--- src/rtl/pipe_stage_buf.sv ---
// pipe_stage_buf -- elastic FIFO buffer between adjacent pipeline stages.
//
// Holds up to DEPTH stage payloads of DATA_W bits so an upstream stage can run
// ahead of a stalled downstream stage. A flush discards every in-flight entry
// on a branch or CSR redirect.
//
// Parameters:
//   DATA_W  payload width in bits (>= 1)
//   DEPTH   number of entries, power of two, >= 2
//   CNT_W   occupancy counter width (derived, leave at default)
//
// Ports:
//   clk         sole clock, rising edge
//   rst         asynchronous active-high reset
//   flush       discard all stored entries this cycle (beats push and pop)
//   in_valid    upstream offers in_data
//   in_ready    buffer can accept (registered state only: count != DEPTH)
//   in_data     upstream payload
//   out_valid   out_data holds the oldest entry (count != 0)
//   out_ready   downstream consumes the oldest entry this cycle
//   out_data    oldest stored entry
//   count       current occupancy, 0..DEPTH
//   perf_stall  upstream stall cycles   (PIPE_STAGE_BUF_PERF_EN only)
//   perf_xfer   accepted pushes         (PIPE_STAGE_BUF_PERF_EN only)
//
// Optional feature macro: PIPE_STAGE_BUF_PERF_EN adds saturating performance
// counters that only rst clears.

module pipe_stage_buf #(
    parameter int unsigned DATA_W = 64,
    parameter int unsigned DEPTH  = 2,
    parameter int unsigned CNT_W  = $clog2(DEPTH + 1)
) (
    input  logic              clk,
    input  logic              rst,
    input  logic              flush,
    input  logic              in_valid,
    output logic              in_ready,
    input  logic [DATA_W-1:0] in_data,
    output logic              out_valid,
    input  logic              out_ready,
    output logic [DATA_W-1:0] out_data,
    output logic [CNT_W-1:0]  count
`ifdef PIPE_STAGE_BUF_PERF_EN
    ,
    output logic [31:0]       perf_stall,
    output logic [31:0]       perf_xfer
`endif
);

    localparam int unsigned PTR_W = $clog2(DEPTH);
    localparam logic [CNT_W-1:0] FULL_CNT = CNT_W'(DEPTH);

    logic [DATA_W-1:0] mem_q [DEPTH];
    logic [PTR_W-1:0]  wp_q, wp_d;
    logic [PTR_W-1:0]  rp_q, rp_d;
    logic [CNT_W-1:0]  cnt_q, cnt_d;
    logic              push, pop;

    // Handshake outputs come only from registered occupancy, so a pop while
    // full never opens the input in the same cycle.
    assign in_ready  = (cnt_q != FULL_CNT);
    assign out_valid = (cnt_q != '0);
    assign out_data  = mem_q[rp_q];
    assign count     = cnt_q;

    assign push = in_valid & in_ready & ~flush;
    assign pop  = out_valid & out_ready & ~flush;

    always_comb begin
        wp_d  = wp_q;
        rp_d  = rp_q;
        cnt_d = cnt_q;
        if (flush) begin
            wp_d  = '0;
            rp_d  = '0;
            cnt_d = '0;
        end else begin
            // DEPTH is a power of two, so the pointers wrap naturally.
            if (push) wp_d = wp_q + PTR_W'(1);
            if (pop)  rp_d = rp_q + PTR_W'(1);
            case ({push, pop})
                2'b10:   cnt_d = cnt_q + CNT_W'(1);
                2'b01:   cnt_d = cnt_q - CNT_W'(1);
                default: cnt_d = cnt_q;
            endcase
        end
    end

    always_ff @(posedge clk or posedge rst) begin
        if (rst) begin
            wp_q  <= '0;
            rp_q  <= '0;
            cnt_q <= '0;
            for (int unsigned i = 0; i < DEPTH; i++) begin
                mem_q[i] <= '0;
            end
        end else begin
            wp_q  <= wp_d;
            rp_q  <= rp_d;
            cnt_q <= cnt_d;
            // Flush leaves stored payloads stale; only the pointers move.
            if (push) begin
                mem_q[wp_q] <= in_data;
            end
        end
    end

`ifdef PIPE_STAGE_BUF_PERF_EN
    logic [31:0] stall_q, stall_d;
    logic [31:0] xfer_q, xfer_d;

    always_comb begin
        stall_d = stall_q;
        xfer_d  = xfer_q;
        if (in_valid && !in_ready && !flush && (stall_q != '1)) begin
            stall_d = stall_q + 32'd1;
        end
        if (push && (xfer_q != '1)) begin
            xfer_d = xfer_q + 32'd1;
        end
    end

    always_ff @(posedge clk or posedge rst) begin
        if (rst) begin
            stall_q <= '0;
            xfer_q  <= '0;
        end else begin
            stall_q <= stall_d;
            xfer_q  <= xfer_d;
        end
    end

    assign perf_stall = stall_q;
    assign perf_xfer  = xfer_q;
`endif

endmodule

--- config.mk ---
export PLATFORM = sky130hd
export DESIGN_NAME = pipe_stage_buf
export DESIGN_NICKNAME = d
export VERILOG_FILES = /design/src/rtl/pipe_stage_buf.sv
export SDC_FILE = /design/constraint.sdc
export NUM_CORES = 1
export LEC_CHECK = 0
export BUFFER_PORTS_ARGS = -buffer_cell sky130_fd_sc_hd__buf_2
export CAP_MARGIN = 30
export CORE_MARGIN = 2
export CORE_UTILIZATION = 49
export DETAILED_ROUTE_END_ITERATION = 8
export PLACE_DENSITY = 0.77
export SLEW_MARGIN = 30
export SYNTH_ARGS = -nofsm -noshare
export SYNTH_HDL_FRONTEND = slang
export SYNTH_SLANG_ARGS = --single-unit
--- constraint.sdc ---
create_clock -name clk -period 4.38 [get_ports clk]
set_input_delay 0.876 -clock clk [delete_from_list [all_inputs] [get_ports clk]]
set_output_delay 0.876 -clock clk [all_outputs]
set_load 0.02 [all_outputs]
==> results.md <==
* CP max FO at 34
* #FFs+latches synth at 132
* Post-synth net total at 435
* Required time worst endpoint at 3.50 ns
* Die ar. at 13000 µm²
* Synth-to-Final Area Change at 24.4%
* Largest net degree at the start of global routing at 65
* Mapped cell area at 5930 µm²
* Initial Utilization at 49.8%
* Worst setup path startpoint: rp_q
* Slew at the pin closest to its max-slew limit at 0.882 ns
* Post-CTS sizing at 0
* Via count at 3518
* Final Wtd Congestion at 0.774
* Num ports at 137
* Vias in the first global route at 3865
* Critical Path Sink: out_data[61]
* Seq/Total Area, Yosys at 55.7%
* PD cells at 561 nW/µm²
* Synth area leaders: dfrtp_1, mux2_2, mux2_4, buf_6, buf_2
* Setup Fix Bufs, Post-CTS at 0
* Core Region at 11900 µm²
* R2r setup slk at 2.22 ns
* Routed len/inst at 17.6 µm
* Layout cells sized above 1 at 71.3%
* Clock buffer count from CTS at 17
* Root Driver: clkbuf_16
* Slowest stage cell, crit path: dfrtp_2
* 1st-pass router iterations at 4
* Hold Vio Cnt, Final at 0
* Period Utilization, post-route at 69.7%
* Global-route wire length before repair at 19200 µm
* Clk buf depth at 2
* Die X at 114 µm
* Slew Viols, Final at 0
* Post-Route WL at 11700 µm
* Rows at 40
* Cells along the critical path: buf_12 -> mux2_2 -> buf_2
* Setup violations, final at 0
* Peak supply drop at 276 µV
* Post-route ant nets at 0
* Clk Latency, worst-skew pair at 0.41 ns
* FMAX at 327 MHz
* # Max-Cap Violations at 0
* Post-DP HPWL at 7430 µm
* Syn Area/Cell at 16.2 µm²
* RR Endpoint: mem_q[59]
* Post-Route Setup TNS at 0 ns
* Cells after Synth at 366
* GR Util All Layers at 19.2%
* Worst min path class: in2async
* DR DRC count at 0
* Yosys warns at 0
* H-tree depth at 4
* CTS tree: done
* CP startpoint kind: flip-flop
* Port Buffers at 136
* # clock sinks at 132
* RSZ-0062 raised after global routing: no
* Die Y at 114 µm
* Share of Yosys cell area claimed by the top area cell type at 55.7%
* Crit path DAT at 2.18 ns
* Worst relative slew slack at 41.2%
* Synth area leader: dfrtp_1
* Crit path time final at 3.05 ns
* Run status: complete, no violations
* Worst Setup End Kind: output pin
* Yosys cell types at 23
* Crit path kind: reg2out
* Hold buffers post-CTS at 0
* CP peak stage delay at 0.87 ns
* Clk pin slew, worst setup/hold paths at 0.06 ns
* Initial DRC count at 122
* Antenna violations before repair at 0
* Layout Skew at 0.00704 ns
* Lkg Pwr at 3.46 nW
* Worst r2r path cells at 5
* Routed vias/inst at 5.27
* Reg2Reg Launch Point: count[0]
* Tot Pwr at 4.14 mW
* Grt ovf at 0
* Antenna Cells at 0
* Nets at 576
-- critical path, delay by kind of cell (launching register included) --
family	cells	cell delay, ns
buffers and inverters	2	0.46
muxes	1	0.38
DFF	1	0.87
-- flip-flops by register name, indices dropped and copies added (netlist names) --
register  count
count         2
mem_q       128
rp_q          1
wp_q          1
-- power breakdown --
part	leakage (nW)	internal [mW]	switching, mW
clock	0.299	0.951	0.497
sequential	1.58	1.52	0.165
combinational	1.58	0.549	0.460
-- metrics by stage --
stage	utilization (%)	worst slack (ns)	std cells	hold WS, ns	area (µm²)
2_1_floorplan	-	1.87	366	0.454	5940
3_3_place_gp	56.7	1.74	634	0.464	6750
3_5_place_dp	56.7	1.75	634	0.475	6750
4_1_cts	61.8	1.30	666	0.487	7360
5_1_grt	62.0	1.24	667	0.469	7380
6_report	62.0	1.33	667	0.452	7380
-- cell usage after synthesis --
cell and count:
or2_2 2, buf_6 6, mux2_2 141, dfrtp_1 132, inv_2 1, a21oi_1 4
buf_2 7, and2b_2 1, nand3b_1 1, mux2_1 1, o211ai_1 1, nor3b_1 1
o21ai_0 2, clkbuf_1 7, xor2_1 1, inv_1 2, mux2_4 50, nor2_1 1
nor4_4 1, mux2i_1 1, or3_2 1, a21o_1 1, nand4b_1 1
-- cell families after synthesis --
group | synth area share [%]
AOI/OAI and AO/OA | 0.759
xor gates and xnor gates | 0.148
buffers and inverters | 2.36
DFF | 55.7
muxes | 39.8
and+or+nand+nor | 1.31
-- layout by cell type (no fill, tap or decap), types with 2 or more instances in the layout --
| master | count |
|---|---|
| clkbuf_16 | 17 |
| clkbuf_8 | 4 |
| o21ai_0 | 2 |
| buf_2 | 136 |
| buf_4 | 2 |
| clkbuf_1 | 2 |
| clkinv_2 | 4 |
| bufinv_16 | 3 |
| dfrtp_1 | 131 |
| a21oi_1 | 4 |
| buf_12 | 4 |
| or2_2 | 2 |
| mux2_4 | 50 |
| clkinvlp_4 | 3 |
| mux2_2 | 141 |
-- metal layers --
metal	track usage [%]	share of wire, %
met5	0	0
met4	6.99	1.3
met3	6.09	5.4
met2	32.0	50
met1	23.4	43
-- cell type report --
type / count / area, µm²
clock buffers: 23 / 488
clock inverters: 9 / 125
fillers: 916 / 4530
inverters: 3 / 15.0
multi-input cells: 211 / 2490
flip-flops and latches: 132 / 3300
well taps: 147 / 184
repair buffers: 142 / 776
-- worst min-delay path by stage --
stage                          from    endpoint  cells after the start
final                           rst  mem_q[120]                      2
after global routing            rst  mem_q[123]                      2
after CTS                 mem_q[78]   mem_q[78]                      1
after detailed placement  mem_q[78]   mem_q[78]                      1
after global placement    mem_q[78]   mem_q[78]                      1
after floorplan           mem_q[78]   mem_q[78]                      1
Note: power is estimated with default switching activity, not from simulation.
